### config.mk
export PLATFORM = sky130hd
export DESIGN_NAME = hgame_input_cond
export DESIGN_NICKNAME = d
export VERILOG_FILES = /design/src/rtl/hgame_pkg.sv /design/src/rtl/hgame_debounce.sv /design/src/rtl/hgame_input_cond.sv
export SDC_FILE = /design/constraint.sdc
export NUM_CORES = 1
export LEC_CHECK = 0
export CAP_MARGIN = 0
export CORE_MARGIN = 8
export CORE_UTILIZATION = 51
export CTS_CLUSTER_DIAMETER = 40
export DETAILED_ROUTE_END_ITERATION = 7
export HOLD_SLACK_MARGIN = 0.05
export PLACE_DENSITY_LB_ADDON = 0.2
export SLEW_MARGIN = 20
export SYNTH_ARGS = -nofsm -noshare
export SYNTH_HDL_FRONTEND = slang
export SYNTH_HIERARCHICAL = 1
export SYNTH_SLANG_ARGS = --single-unit
### constraint.sdc
create_clock -name CLK -period 1.4 [get_ports CLK]
set_input_delay 0.42 -clock CLK [delete_from_list [all_inputs] [get_ports CLK]]
set_output_delay 0.42 -clock CLK [all_outputs]
set_load 0.01 [all_outputs]
### src/rtl/hgame_pkg.sv
// Shared constants for the hand-game input conditioner: player bit positions
// in the {A,B,C} vector and the press-combiner state encoding.
package hgame_pkg;

  localparam int P_A = 2;
  localparam int P_B = 1;
  localparam int P_C = 0;
  localparam int N_PLAYERS = 3;

  typedef enum logic [1:0] {
    IDLE    = 2'd0,
    COLLECT = 2'd1,
    EMIT    = 2'd2,
    HOLD    = 2'd3
  } comb_state_t;

endpackage

### src/rtl/hgame_debounce.sv
// One button channel: two-flop synchronizer, stability-count debounce and a
// registered one-cycle press pulse on each accepted rising level.
module hgame_debounce #(
  parameter int DB_CYCLES = 4
) (
  input  logic CLK,
  input  logic RST,
  input  logic raw,
  output logic level,
  output logic press
);

  localparam int CW = $clog2(DB_CYCLES + 1);
  localparam logic [CW-1:0] CNT_LAST = CW'(DB_CYCLES - 1);

  logic          sync1_reg;
  logic          sync2_reg;
  logic          level_reg;
  logic          press_reg;
  logic [CW-1:0] cnt_reg;

  always_ff @(posedge CLK or posedge RST) begin
    if (RST) begin
      sync1_reg <= 1'b0;
      sync2_reg <= 1'b0;
      level_reg <= 1'b0;
      press_reg <= 1'b0;
      cnt_reg   <= '0;
    end else begin
      sync1_reg <= raw;
      sync2_reg <= sync1_reg;
      press_reg <= 1'b0;
      if (sync2_reg == level_reg) begin
        cnt_reg <= '0;
      end else if (cnt_reg == CNT_LAST) begin
        // This sample completes the run of differing samples: accept it.
        level_reg <= sync2_reg;
        press_reg <= sync2_reg;
        cnt_reg   <= '0;
      end else begin
        cnt_reg <= cnt_reg + 1'b1;
      end
    end
  end

  assign level = level_reg;
  assign press = press_reg;

endmodule

### src/rtl/hgame_input_cond.sv
// Conditions three raw push-buttons into clean single-cycle {A,B,C} press
// vectors, merging near-simultaneous presses and enforcing a holdoff after each.
module hgame_input_cond
  import hgame_pkg::*;
#(
  parameter int DB_CYCLES = 4,
  parameter int WIN       = 3,
  parameter int HOLDOFF   = 2
) (
  input  logic CLK,
  input  logic RST,
  input  logic A_BTN,
  input  logic B_BTN,
  input  logic C_BTN,
  output logic A,
  output logic B,
  output logic C,
  output logic BUSY,
  output logic DROPPED
);

  localparam int CNT_MAX = (WIN > HOLDOFF) ? WIN : HOLDOFF;
  localparam int CW      = $clog2(CNT_MAX + 1);
  localparam logic [CW-1:0] WIN_LAST  = CW'(WIN - 1);
  localparam logic [CW-1:0] HOLD_LAST = CW'(HOLDOFF - 1);

  logic [N_PLAYERS-1:0] raw;
  logic [N_PLAYERS-1:0] level;
  logic [N_PLAYERS-1:0] press;
  logic [N_PLAYERS-1:0] events;

  assign raw[P_A] = A_BTN;
  assign raw[P_B] = B_BTN;
  assign raw[P_C] = C_BTN;

  generate
    for (genvar gi = 0; gi < N_PLAYERS; gi++) begin : g_chan
      hgame_debounce #(
        .DB_CYCLES(DB_CYCLES)
      ) u_debounce (
        .CLK  (CLK),
        .RST  (RST),
        .raw  (raw[gi]),
        .level(level[gi]),
        .press(press[gi])
      );
      // A press is only ever issued together with a freshly raised level.
      assign events[gi] = press[gi] & level[gi];
    end
  endgenerate

  comb_state_t          state_reg;
  logic [N_PLAYERS-1:0] vec_reg;
  logic [N_PLAYERS-1:0] pulse_reg;
  logic [CW-1:0]        cnt_reg;
  logic                 busy_reg;
  logic                 dropped_reg;

  always_ff @(posedge CLK or posedge RST) begin
    if (RST) begin
      state_reg   <= IDLE;
      vec_reg     <= '0;
      pulse_reg   <= '0;
      cnt_reg     <= '0;
      busy_reg    <= 1'b0;
      dropped_reg <= 1'b0;
    end else begin
      pulse_reg   <= '0;
      dropped_reg <= 1'b0;
      case (state_reg)
        IDLE: begin
          if (|events) begin
            vec_reg   <= events;
            cnt_reg   <= WIN_LAST;
            state_reg <= COLLECT;
            busy_reg  <= 1'b1;
          end
        end
        COLLECT: begin
          vec_reg <= vec_reg | events;
          if (cnt_reg == '0) begin
            state_reg <= EMIT;
          end else begin
            cnt_reg <= cnt_reg - 1'b1;
          end
        end
        EMIT: begin
          pulse_reg   <= vec_reg;
          vec_reg     <= '0;
          cnt_reg     <= HOLD_LAST;
          state_reg   <= HOLD;
          dropped_reg <= |events;
        end
        HOLD: begin
          // Lockout keeps the game's one-cycle winner state from eating a press.
          dropped_reg <= |events;
          if (cnt_reg == '0) begin
            state_reg <= IDLE;
            busy_reg  <= 1'b0;
          end else begin
            cnt_reg <= cnt_reg - 1'b1;
          end
        end
        default: begin
          state_reg <= IDLE;
          busy_reg  <= 1'b0;
        end
      endcase
    end
  end

  assign A       = pulse_reg[P_A];
  assign B       = pulse_reg[P_B];
  assign C       = pulse_reg[P_C];
  assign BUSY    = busy_reg;
  assign DROPPED = dropped_reg;

endmodule
Word level (Yosys, flattened, before mapping)
Cells that the tools add are included.
{ "totals": {"output_inout_bits": 5, "reg_bits": 33, "elab_cells": 85} }
{ "classes": {"bitwise_logic": 7, "add_sub_neg": 4, "n_mux": 26, "eq_ne": 13, "n_reduce_logical": 14} }
{ "op_table": {"columns": ["cell", "n"], "rows": [
  ["$mux 3", 8],
  ["$mux 2", 5],
  ["$reduce_and 2->1", 5],
  ["$add 3x1->3 const B", 3],
  ["$eq 3x2->1 const B", 3],
  ["$mux 1", 9],
  ["$pmux 3 s3", 1],
  ["$ne 2x2->1 const B", 4],
  ["$pmux 2 s4", 1],
  ["$pmux 2 s3", 1],
  ["$reduce_and 3->1", 2],
  ["$eq 2x2->1 const B", 2],
  ["$logic_not 2->1", 2],
  ["$reduce_or 2->1", 2],
  ["$and 1x1->1", 3],
  ["$eq 1x1->1", 3],
  ["$not 1->1", 3],
  ["$or 3x3->3", 1],
  ["$reduce_bool 3->1", 1],
  ["$reduce_or 3->1", 1],
  ["$eq 2x1->1 const B", 1],
  ["$pmux 1 s2", 1],
  ["$reduce_bool 2->1", 1],
  ["$sub 2x1->2 const B", 1]
]} }

Longest topological paths before layout
Gate-level depths: netlist (run 1).
{ "logic_depth": {"word_depth": 4, "depth_mapped": 6} }

By module
The synthesis (run 1) kept the hierarchy.
{ "modules_own_cells": {"columns": ["mod", "cells_per_inst", "area_each_um2", "n_inst", "seq_area_each_um2"], "rows": [
  ["hgame_debounce", 16, 267.8, 3, 175.2],
  ["hgame_input_cond", 69, 685.7, 1, 300.3]
]} }

Worst setup path before layout (run 1)
Ideal clock, no wire load.
{ "synth_timing": {"path_type": "flip-flop to flip-flop", "from": "register state_reg[1]", "to": "register state_reg[1]", "n_path_buf": 0, "arrival_time_ps": 1348, "path_stages_with_launch": 6, "path_slack_ps": -73, "period_less_slack_ps": 1473, "setup_time_ps": 125, "path_cell_list": "dfrtp_1 inv_1 ha_1 nor2_1 a2bb2oi_2 mux2_4"} }
{ "synth_between": {"elab_chain_cells": 3, "word_cells_on_any_way": 9, "classes_between": "6 x eq/ne; 1 x mux; 2 x reduce/logical"} }
{ "synth_rtl": {"columns": ["element", "line", "text"], "rows": [
  ["start, declared", "hgame_input_cond.sv:52", "comb_state_t state_reg;"],
  ["start signal, assigned", "hgame_input_cond.sv:61", "state_reg <= IDLE;"],
  ["start signal, assigned", "hgame_input_cond.sv:75", "state_reg <= COLLECT;"],
  ["start signal, assigned", "hgame_input_cond.sv:82", "state_reg <= EMIT;"],
  ["$eq 2x1->1, or another cell as far along", "hgame_input_cond.sv:70", "case (state_reg)"],
  ["$ne 2x2->1 (no line)", null, null],
  ["$reduce_and 3->1 (no line)", null, null]
]} }
Parallel ways exist; a longest one is shown, timed or not.
A chain may end at the register's enable or synchronous reset.

Final worst setup path (run 1)
{ "layout_timing": {"from": "register g_chan[2].u_debounce.press_reg", "to": "register state_reg[1]"} }
{ "layout_between": {"elab_chain_cells": 4} }
{ "layout_rtl": {"columns": ["element", "line", "text"], "rows": [
  ["start, declared", "hgame_debounce.sv:19", "logic press_reg;"],
  ["start signal, assigned", "hgame_debounce.sv:38", "press_reg <= sync2_reg;"],
  ["$and 1x1->1", "hgame_input_cond.sv:48", "assign events[gi] = press[gi] & level[gi];"],
  ["$reduce_or 3->1", "hgame_input_cond.sv:72", "if (|events) begin"],
  ["$ne 2x2->1 (no line)", null, null],
  ["$reduce_and 3->1 (no line)", null, null]
]} }
No other way between the ends.

==> results of run 1 <==
## synthesized netlist by cell type
cell,count
sky130_fd_sc_hd__o21ai_0,1
sky130_fd_sc_hd__buf_4,2
sky130_fd_sc_hd__dfrtp_1,33
sky130_fd_sc_hd__nand3_1,3
sky130_fd_sc_hd__nor2_1,5
sky130_fd_sc_hd__nor2b_1,4
sky130_fd_sc_hd__o22ai_1,1
sky130_fd_sc_hd__o22a_1,1
sky130_fd_sc_hd__and3_1,2
sky130_fd_sc_hd__nor3b_2,3
sky130_fd_sc_hd__nand2_1,3
sky130_fd_sc_hd__a22o_1,1
sky130_fd_sc_hd__xnor2_1,3
sky130_fd_sc_hd__o21a_1,1
sky130_fd_sc_hd__inv_1,12
sky130_fd_sc_hd__a21oi_1,5
sky130_fd_sc_hd__or3_1,1
sky130_fd_sc_hd__a2bb2oi_2,1
sky130_fd_sc_hd__o2bb2ai_1,1
sky130_fd_sc_hd__and2_1,3
sky130_fd_sc_hd__nor3_2,3
sky130_fd_sc_hd__mux2i_1,2
sky130_fd_sc_hd__and3b_2,3
sky130_fd_sc_hd__o21ai_1,1
sky130_fd_sc_hd__a211oi_1,2
sky130_fd_sc_hd__nor2b_4,3
sky130_fd_sc_hd__o31ai_1,3
sky130_fd_sc_hd__mux2_4,4
sky130_fd_sc_hd__ha_1,9
sky130_fd_sc_hd__a222oi_1,1
## metrics by stage
step                      hold WS [ns]  setup TNS [ns]  instance area (µm²)  setup WS [ns]  cells
final                            0.357         -0.0211                 1930        -0.0199    187
after global routing             0.373          -0.394                 1930        -0.0889    187
after CTS                        0.364         -0.0196                 1910        -0.0196    183
after detailed placement         0.344          -0.466                 1760         -0.161    173
after global placement           0.334         -0.0633                 1760        -0.0224    173
after floorplan                  0.223               0                 1510        0.00277    117
## layer usage
metal  vias up  routed length (µm)  track usage [%]  part of all wire, %
li1        473                   -                -                    -
met1       493                1220             13.6                   43
met4         0                  62             6.03                  2.2
met2        20                1390             20.7                   49
met5         -                   0                0                    0
met3         8                 141             5.37                  5.0
## power groups by stage
stage	logic, mW	registers, mW	clock network (mW)
final	2.06	1.33	0.750
after global routing	2.25	1.36	0.810
after CTS	2.00	1.32	0.775
after detailed placement	1.79	1.33	0
after global placement	1.70	1.32	0
after floorplan	1.14	1.34	0
## logic make-up after synthesis
| group | Yosys count | share of synthesized area (%) |
|---|---|---|
| AOI/OAI and AO/OA | 19 | 9.24 |
| DFF | 33 | 55.5 |
| adders and majority gates | 9 | 7.56 |
| xor gates and xnor gates | 3 | 1.77 |
| muxes | 6 | 5.38 |
| and+or+nand+nor | 33 | 16.6 |
| buffers and inverters | 14 | 4.03 |
## area by class of cell
type                    instances  area (µm²)
clock inverters                 1        30.0
repair buffers                 33         264
multi-input cells              70         673
flip-flops and latches         33         827
well taps                      31        38.8
fillers                       198         825
clock buffers                   7        55.1
inverters                      12        45.0
## final timing paths
kind / from / cells past startpoint / slack [ns] / endpoint
max: g_chan[2].u_debounce/press / 4 / -0.02 / state_reg[1]
min: g_chan[2].u_debounce/sync1_reg / 0 / 0.36 / g_chan[2].u_debounce/sync2_reg
max reg2reg: g_chan[2].u_debounce/press / 4 / -0.02 / state_reg[1]
min reg2reg: g_chan[2].u_debounce/sync1_reg / 0 / 0.36 / g_chan[2].u_debounce/sync2_reg
max in group asynchronous: RST / 3 / 0.76 / state_reg[0]
min in group asynchronous: RST / 2 / 0.41 / g_chan[0].u_debounce/level
## cell usage in the layout (no fill, tap or decap), types with 2 or more instances in the layout
| cell type | Yosys | layout |
|---|---|---|
| sky130_fd_sc_hd__mux2_4 | 4 | 4 |
| sky130_fd_sc_hd__ha_1 | 9 | 5 |
| sky130_fd_sc_hd__clkdlybuf4s50_1 | 0 | 4 |
| sky130_fd_sc_hd__clkdlybuf4s15_1 | 0 | 3 |
| sky130_fd_sc_hd__nor2_1 | 5 | 4 |
| sky130_fd_sc_hd__o31ai_1 | 3 | 3 |
| sky130_fd_sc_hd__nor2b_4 | 3 | 3 |
| sky130_fd_sc_hd__nand3_1 | 3 | 3 |
| sky130_fd_sc_hd__and2_1 | 3 | 3 |
| sky130_fd_sc_hd__clkbuf_2 | 0 | 2 |
| sky130_fd_sc_hd__clkbuf_4 | 0 | 5 |
| sky130_fd_sc_hd__nor3_2 | 3 | 3 |
| sky130_fd_sc_hd__nor2b_1 | 4 | 4 |
| sky130_fd_sc_hd__ha_4 | 0 | 3 |
| sky130_fd_sc_hd__nand2_1 | 3 | 3 |
| sky130_fd_sc_hd__inv_2 | 0 | 2 |
| sky130_fd_sc_hd__xnor2_1 | 3 | 3 |
| sky130_fd_sc_hd__mux2i_1 | 2 | 2 |
| sky130_fd_sc_hd__a21oi_1 | 5 | 5 |
| sky130_fd_sc_hd__and3b_2 | 3 | 3 |
| sky130_fd_sc_hd__nor3b_2 | 3 | 3 |
| sky130_fd_sc_hd__buf_4 | 2 | 23 |
| sky130_fd_sc_hd__and3_1 | 2 | 2 |
| sky130_fd_sc_hd__dfrtp_1 | 33 | 32 |
| sky130_fd_sc_hd__inv_1 | 12 | 10 |
## repair_timing
action                                  4_1_cts  5_1_grt
gates resized for setup                      21        2
endpoints found under the hold margin         0        0
setup buffers                                 2        4
hold buffers                                  0        0
pin swaps                                     3        2
endpoints found under the setup margin       13       10
==> metrics.txt, run 1 <==
# TYPE chip_impl_metric gauge
chip_impl_metric{name="fin_ws",unit="ns"} -0.0199
chip_impl_metric{name="maxClockFrequency",unit="MHz"} 704
chip_impl_metric{name="post_drt_wl_per_cell",unit="µm"} 15.0
chip_impl_metric{name="synth.net_count",unit=""} 131
chip_impl_metric{name="syn_avg_cell_area",unit="µm²"} 12.7
chip_impl_metric{name="final_nets",unit=""} 169
chip_impl_metric{name="yosysSeqAreaShare",unit="%"} 55.5
chip_impl_metric{name="pins_over_slew_limit",unit=""} 0
chip_impl_metric{name="power_frac_comb",unit="%"} 49.8
chip_impl_info{name="cell_taking_the_most_area_after_synthesis",value="sky130_fd_sc_hd__dfrtp_1"} 1
chip_impl_metric{name="worst_skew_pair.late_latency",unit="ns"} 0.34
chip_impl_metric{name="max_slew_margin",unit="%"} 75.0
chip_impl_metric{name="yosys_warnings",unit=""} 6
chip_impl_metric{name="final_min_period",unit="ns"} 1.42
chip_impl_metric{name="die_y",unit="µm"} 70.0
chip_impl_metric{name="grt.overflow.total",unit=""} 0
chip_impl_metric{name="violation_count_after_the_first_detailed_route_iteration",unit=""} 74
chip_impl_metric{name="io_pins",unit=""} 10
chip_impl_info{name="rsz0062_at_grt",value="true"} 1
chip_impl_metric{name="route.detailed.drc",unit=""} 0
chip_impl_metric{name="place.port_buffers",unit=""} 9
chip_impl_metric{name="number_of_maximum_capacitance_constraint_violations",unit=""} 0
chip_impl_info{name="synth_top_cells_by_area",value="sky130_fd_sc_hd__dfrtp_1 (55%), sky130_fd_sc_hd__ha_1 (7.6%), sky130_fd_sc_hd__mux2_4 (4.0%)"} 1
chip_impl_metric{name="count_of_mapped_cells_out_of_synthesis",unit=""} 117
chip_impl_metric{name="via_count",unit=""} 994
chip_impl_metric{name="synth.distinct_cells",unit=""} 30
chip_impl_metric{name="hold_violations",unit=""} 0
chip_impl_metric{name="syn_area",unit="µm²"} 1490
chip_impl_metric{name="groute.usage.overall",unit="%"} 12.6
chip_impl_info{name="crit_type",value="flop to flop"} 1
chip_impl_metric{name="max_slew.worst_pin.slew",unit="ns"} 0.372
chip_impl_metric{name="place.gp.congestion",unit=""} 0.864
chip_impl_metric{name="largest_register_ffs",unit=""} 9
chip_impl_metric{name="post-route-util",unit="%"} 70.1
chip_impl_metric{name="std_cell_rows",unit=""} 19
chip_impl_info{name="cp_cell_sequence",value="a222oi_1 -> buf_4 -> a2bb2oi_4 -> mux2_4"} 1
chip_impl_metric{name="pwr-share-seq",unit="%"} 32.0
chip_impl_metric{name="worst_path_largest_cell_delay",unit="ns"} 0.40
chip_impl_metric{name="internal_power",unit="mW"} 2.75
chip_impl_info{name="critical_path.slowest_cell",value="sky130_fd_sc_hd__dfrtp_1"} 1
chip_impl_metric{name="cts_max_path_buffers",unit=""} 2
chip_impl_metric{name="wl",unit="µm"} 2810
chip_impl_metric{name="post_synth_top_area_share",unit="%"} 55.5
chip_impl_metric{name="cts_sinks",unit=""} 33
chip_impl_metric{name="cts-htree-levels",unit=""} 2
chip_impl_metric{name="timing.final.crit_share",unit="%"} 101
chip_impl_metric{name="antenna_found_initial",unit=""} 0
chip_impl_metric{name="clkTransAtPathRegs",unit="ns"} 0.10
chip_impl_metric{name="data_arrival_time_of_the_worst_path",unit="ns"} 1.65
chip_impl_metric{name="power.density",unit="nW/µm²"} 2140
chip_impl_metric{name="numCtsBuffers",unit=""} 5
chip_impl_metric{name="first_global_vias",unit=""} 1087
chip_impl_metric{name="clock-skew-final",unit="ns"} 0.00834
chip_impl_metric{name="ys_ff_latch",unit=""} 33
chip_impl_info{name="crit_path_end_kind",value="flop"} 1
chip_impl_metric{name="finalSetupViolCount",unit=""} 2
chip_impl_metric{name="worst-endpoint-required",unit="ns"} 1.63
chip_impl_info{name="holdCritPathClass",value="flop to flop"} 1
chip_impl_metric{name="power.total",unit="mW"} 4.14
chip_impl_metric{name="critical_path.n_buffers_inverters",unit=""} 1
chip_impl_metric{name="die_area",unit="µm²"} 4900
chip_impl_info{name="clock_tree.root_cell",value="sky130_fd_sc_hd__clkbuf_4"} 1
chip_impl_info{name="violations_in_the_final_reports",value="setup timing"} 1
chip_impl_metric{name="grt_max_degree",unit=""} 13
chip_impl_metric{name="detailed_route_vias_per_instance",unit=""} 5.32
chip_impl_info{name="worstSetupStartpointType",value="flop"} 1
chip_impl_info{name="top_delay_family_on_crit_path",value="compound AO/OA/AOI/OAI gates"} 1
chip_impl_metric{name="flow.area_growth_from_synthesis",unit="%"} 29.8
chip_impl_metric{name="worst_ir_drop_vdd",unit="V"} 0.00147
chip_impl_metric{name="grt_pass1_wl",unit="µm"} 4980
chip_impl_metric{name="die_width",unit="µm"} 70.0
chip_impl_metric{name="power.switching_fraction",unit="%"} 33.5
chip_impl_metric{name="start_util",unit="%"} 54.0
chip_impl_metric{name="hpwlAfterDp",unit="µm"} 1990
chip_impl_info{name="result_of_the_run",value="complete, but fails checks"} 1
chip_impl_metric{name="fp.coreArea",unit="µm²"} 2760
chip_impl_metric{name="leakage_power_total",unit="nW"} 0.933
chip_impl_info{name="tritoncts",value="built"} 1
chip_impl_metric{name="post_route_ant_nets",unit=""} 0
chip_impl_metric{name="critical_path_peak_fanout",unit=""} 5
chip_impl_metric{name="final_layout_size_suffix_gt1_share",unit="%"} 38.5
chip_impl_metric{name="clock_power_share",unit="%"} 18.1
chip_impl_metric{name="insertedDiodeCount",unit=""} 0
chip_impl_metric{name="drt_first_pass_iters",unit=""} 4
chip_impl_metric{name="power.net_switching",unit="mW"} 1.39
Power figures use the tool's default switching activity.
==> inputs of run 2 (changes only) <==
- CTS_CLUSTER_SIZE: unset -> 25
==> results of run 2 <==
No change in the layout: final DEF, timing and power equal those of run 1.
==> RTL change 1 (settings of run 2) <==
Re-encode `comb_state_t` (4 states) as one-hot, 4 bits wide.
--- a/src/rtl/hgame_pkg.sv
+++ b/src/rtl/hgame_pkg.sv
@@ -9,7 +9,7 @@
 
-  typedef enum logic [1:0] {
-    IDLE    = 2'd0,
-    COLLECT = 2'd1,
-    EMIT    = 2'd2,
-    HOLD    = 2'd3
+  typedef enum logic [3:0] {
+    IDLE    = 4'b0001,
+    COLLECT = 4'b0010,
+    EMIT    = 4'b0100,
+    HOLD    = 4'b1000
   } comb_state_t;
Check against the original RTL: same outputs for any inputs over 10 cycles, from zero or initial values and one cycle with RST high; not proved beyond that.
==> RTL change 1 against run 2 <==
  * The run still ends with negative setup slack left
  * Setup slack worse by 0.059 ns
  * First-iteration DRC count rose by 66%
  * Area after synthesis rose by 5.5%
  * Sequential cell count grew 2
  * Cell area is 3.6% higher
  * Power down 29%
  * Count of clock-buffer cells in the layout is the same
  * Via count rose by 12%
  * Wire length is 11% higher
  * Critical path type unchanged
  * Largest power group is now sequential cells
==> RTL change 1: results (changes against run 2) <==
stage,metric,value,unit,change
routing,met2_length,1462,um,+5.3%
routing,first_iter_violations,123,,+66%
sta,whs,0.3563,ns,-0.0003790 ns
hold_path,hp-start,g_chan[0].u_debounce/sync1_reg$_DFF_PP0_,,
grt,grt_usage,0.1242,,-0.001618
pwr,leakagePower,0.0008974,uW,-3.8%
critical_path,arrival,1.72,ns,+0.07 ns
sta,finalSetupViolCount,5,,+3
logic_synthesis,synth_compound_area_frac,0.1019,,+0.009474
logic_synthesis,synth_mux_area_frac,0.02866,,-0.02512
status,violations,negative setup slack,,
logic_synthesis,yosys-top-cells-area,"dfrtp_1, ha_1, mux2_4",,
routing,wl_met3,140,um,-0.71%
pwr,pwr-share-clk,0.171,,-0.010
cells_and_area,layoutNonFillerInstCount,200,,+7.0%
pwr,peakVddDrop,0.8694,mV,-41%
critical_path,startpoint,cnt_reg[0]$_DFFE_PP0P_,,
pwr,comb_power_share,0.377,,-0.121
grt,grt_pass1_wl,5030,um,+0.98%
critical_path,cpPeakStageDelay,0.37,ns,-0.03 ns
critical_path,crit_path_end,cnt_reg[1]$_DFFE_PP0P_,,
placed_design,gp_congestion,0.8832,,+2.2%
grt,met3_usage,0.04463,,-0.009042
critical_path,cp_max_fo,3,,-2
logic_synthesis,syn_area_per_cell,12.09,um2,-5.0%
critical_path,worst-r2r-cell-count,7,,+3
sta,finalSetupTns,-0.2117,ns,-0.1906 ns
routing,m1WireLength,1455,um,+19%
logic_synthesis,synth-adder-area-share,0.03185,,-0.04378
sta,postLayoutSetupSlackWorst,-0.07920,ns,-0.05927 ns
grt,grt_max_degree,19,,+6
status,outcome,"complete, but fails checks",,
hold_path,hold_end,g_chan[0].u_debounce/sync2_reg$_DFF_PP0_,,
pwr,powerDensity,1474,nW/um2,-31%
logic_synthesis,synth_common_cells,"dfrtp_1, nor2_1, inv_1",,
cells_and_area,n_antenna_cell,0,,unchanged
placed_design,dp.final_hpwl,2057,um,+3.5%
sta,max_slew_margin,0.7552,,+0.004896
logic_synthesis,yosysSeqAreaShare,0.5581,,+0.003499
cells_and_area,drive_gt1_frac,0.4251,,+0.04053
placed_design,place_ws,-0.05400,ns,+0.1067 ns
cells_and_area,nets,175,,+3.6%
routing,totalWireLength,3121,um,+11%
-- RTL change 1: cell count changes in the layout (fill, tap and decap cells not counted), moves of 3 or more --
cell	run 2	this run
a21oi_1	5	2
nor4_1	0	3
o31ai_1	3	0
a21oi_2	0	3
inv_1	10	4
-- RTL change 1: what timing repair did --
item                       4_1_cts  5_1_grt
hold buffers                     0        0
resized for setup               17       17
pin swaps                        1        5
setup buffers                    5        5
setup endpoints to repair       10       16
-- RTL change 1: area by class of cell --
class	instances	area, um2
Clock inverter	1	7.507
Timing Repair Buffer	35	277.8
Tap cell	33	41.29
Inverter	6	22.52
Multi-Input combinational cell	83	730.7
Sequential cell	35	878.3
Fill cell	229	999.7
Clock buffer	7	45.04
-- RTL change 1: cell families (layout without fill, tap and decap cells) --
logic type,after synthesis,in the layout
buffers and inverters,12,49
AND/OR/NAND/NOR,47,47
XOR/XNOR,6,6
flip-flops,35,35
adder cells (fa/ha/maj),4,4
multiplexers,3,3
AO/OA/AOI/OAI,23,23
==> RTL change 2 (settings of run 2) <==
Without the edit above. The parameter `HOLDOFF` goes from 2 to 1.
--- a/src/rtl/hgame_input_cond.sv
+++ b/src/rtl/hgame_input_cond.sv
@@ -7,3 +7,3 @@
   parameter int WIN       = 3,
-  parameter int HOLDOFF   = 2
+  parameter int HOLDOFF   = 1
 ) (
Behaviour: no difference found for any inputs over 10 cycles, from zero or initial values and one cycle with RST high; that may be too few to reach the edited logic, so the function may still have changed.
==> RTL change 2 against run 2 <==
  * The run still ends with negative setup slack left
  * Setup slack gained 0.0028 ns
  * Sequential cell count is the same
  * Cell area is 4.9% lower
  * Clock power is 31% lower
  * Wire length decreased by 14%
  * Power fell by 11%
  * Area after synthesis up 0.17%
  * Count of clock-buffer cells in the layout unchanged
  * Largest cell class unchanged
==> RTL change 2: results (changes against run 2) <==
stage,metric,value,unit,change
sta,postLayoutSetupSlackWorst,-0.01712,ns,+0.002805 ns
status,outcome,"complete, but fails checks",,
hold_path,hp-start,g_chan[0].u_debounce/sync1_reg$_DFF_PP0_,,
critical_path,cpPeakStageDelay,0.41,ns,
sta,finClkSkew,0.002724,ns,-0.005614 ns
cells_and_area,nets,159,,-5.9%
cells_and_area,drive_gt1_frac,0.3448,,-0.03979
critical_path,arrival,1.68,ns,+0.03 ns
logic_synthesis,synth-adder-area-share,0.07550,,-0.0001269
cells_and_area,n_antenna_cell,0,,unchanged
logic_synthesis,yosys-top-cells-area,"dfrtp_1, ha_1, inv_1",,
logic_synthesis,synth_compound_area_frac,0.09312,,+0.0006838
routing,avgViaCountPerCell,5.472,,+2.9%
grt,grt_usage,0.1050,,-0.02083
routing,totalWireLength,2434,um,-14%
pwr,peakVddDrop,1.663,mV,+13%
grt,grt_pass1_wl,4236,um,-15%
logic_synthesis,synthXorXnorAreaFrac,0.01762,,-0.00002961
routing,first_iter_violations,51,,-31%
cells_and_area,fillers,216,,+9.1%
critical_path,worst-r2r-cell-count,6,,+2
cells_and_area,post-route-util,0.6670,,-0.03403
logic_synthesis,synth_fp_nets,129,,-1.5%
clocking,cts_buffer_depth,2,,unchanged
placed_design,placed_area,1677,um2,-4.6%
critical_path,cp_top_family,flip-flops,,
logic_synthesis,yosysSeqAreaShare,0.5537,,-0.0009306
hold_path,min_path_type,flop to flop,,
logic_synthesis,synth_mux_area_frac,0.05034,,-0.003446
critical_path,r2r_start,state_reg[0]$_DFFE_PP0P_,,
critical_path,crit_path_end,cnt_reg[1]$_DFFE_PP0P_,,
status,violations,negative setup slack,,
placed_design,gp_congestion,0.8664,,+0.24%
grt,grt_pass1_vias,967,,-11%
sta,tightest_slew,0.3722,ns,+0.0002831 ns
clocking,insertion_delay,0.32,ns,-0.02 ns
hold_path,hold_end,g_chan[0].u_debounce/sync2_reg$_DFF_PP0_,,
sta,whs,0.3569,ns,+0.0002570 ns
sta,finalSetupViolCount,1,,-1
pwr,p_int,2411,uW,-12%
logic_synthesis,synthDistinctLibCells,32,,+6.7%
placed_design,dp.final_hpwl,1743,um,-12%
pwr,leakagePower,0.0008985,uW,-3.7%
-- RTL change 2: changes by cell type after synthesis, sizes merged --
cell	delta
o22a	-1
o31ai	-2
nor2b	-1
a21o	+2
a31oi	+1
o211ai	+2
a211oi	-2
and4b	+2
mux2	-1
o21ai	-2
and3	-2
o22ai	+1
mux2i	+1
-- RTL change 2: power by group through the flow --
stage | sequential (uW) | combinational [uW] | clock [uW]
6_report | 1290 | 1880 | 521
4_1_cts | 1290 | 1600 | 543
5_1_grt | 1320 | 2060 | 580
2_1_floorplan | 1320 | 1050 | 0
3_5_place_dp | 1310 | 1470 | 0
3_3_place_gp | 1300 | 1420 | 0
-- RTL change 2: per-stage QoR --
stage          setup slack [ns]  instances  power (uW)  TNS [ns]
4_1_cts                -0.01077        172        3432  -0.01626
5_1_grt                 -0.1011        176        3968   -0.3206
3_3_place_gp            0.02853        163        2719         0
2_1_floorplan           0.06062        115        2376         0
3_5_place_dp           -0.04362        163        2783   -0.1453
6_report               -0.01712        176        3689  -0.01712
-- RTL change 2: layer usage --
metal	vias up	GRT usage	wire [um]
met3	9	0.04379	121
met2	22	0.1645	1165
met4	0	0.05804	59
met5	-	0	0
met1	478	0.1180	1087
li1	454	-	-
-- RTL change 2: cell type report --
cell class / instances / area share
flip-flops and latches: 33 / 0.4490
inverters: 12 / 0.02449
repair buffers: 25 / 0.1129
clock buffers: 7 / 0.02993
well taps: 31 / 0.02109
multi-input cells: 68 / 0.3626
-- RTL change 2: timing repair --
item                                    in CTS  in global routing
pin swaps                                    1                  8
setup buffers                                2                  4
hold buffers                                 0                  0
cloned                                       0                  0
endpoints found under the setup margin      13                  8
gates resized for setup                     15                 11
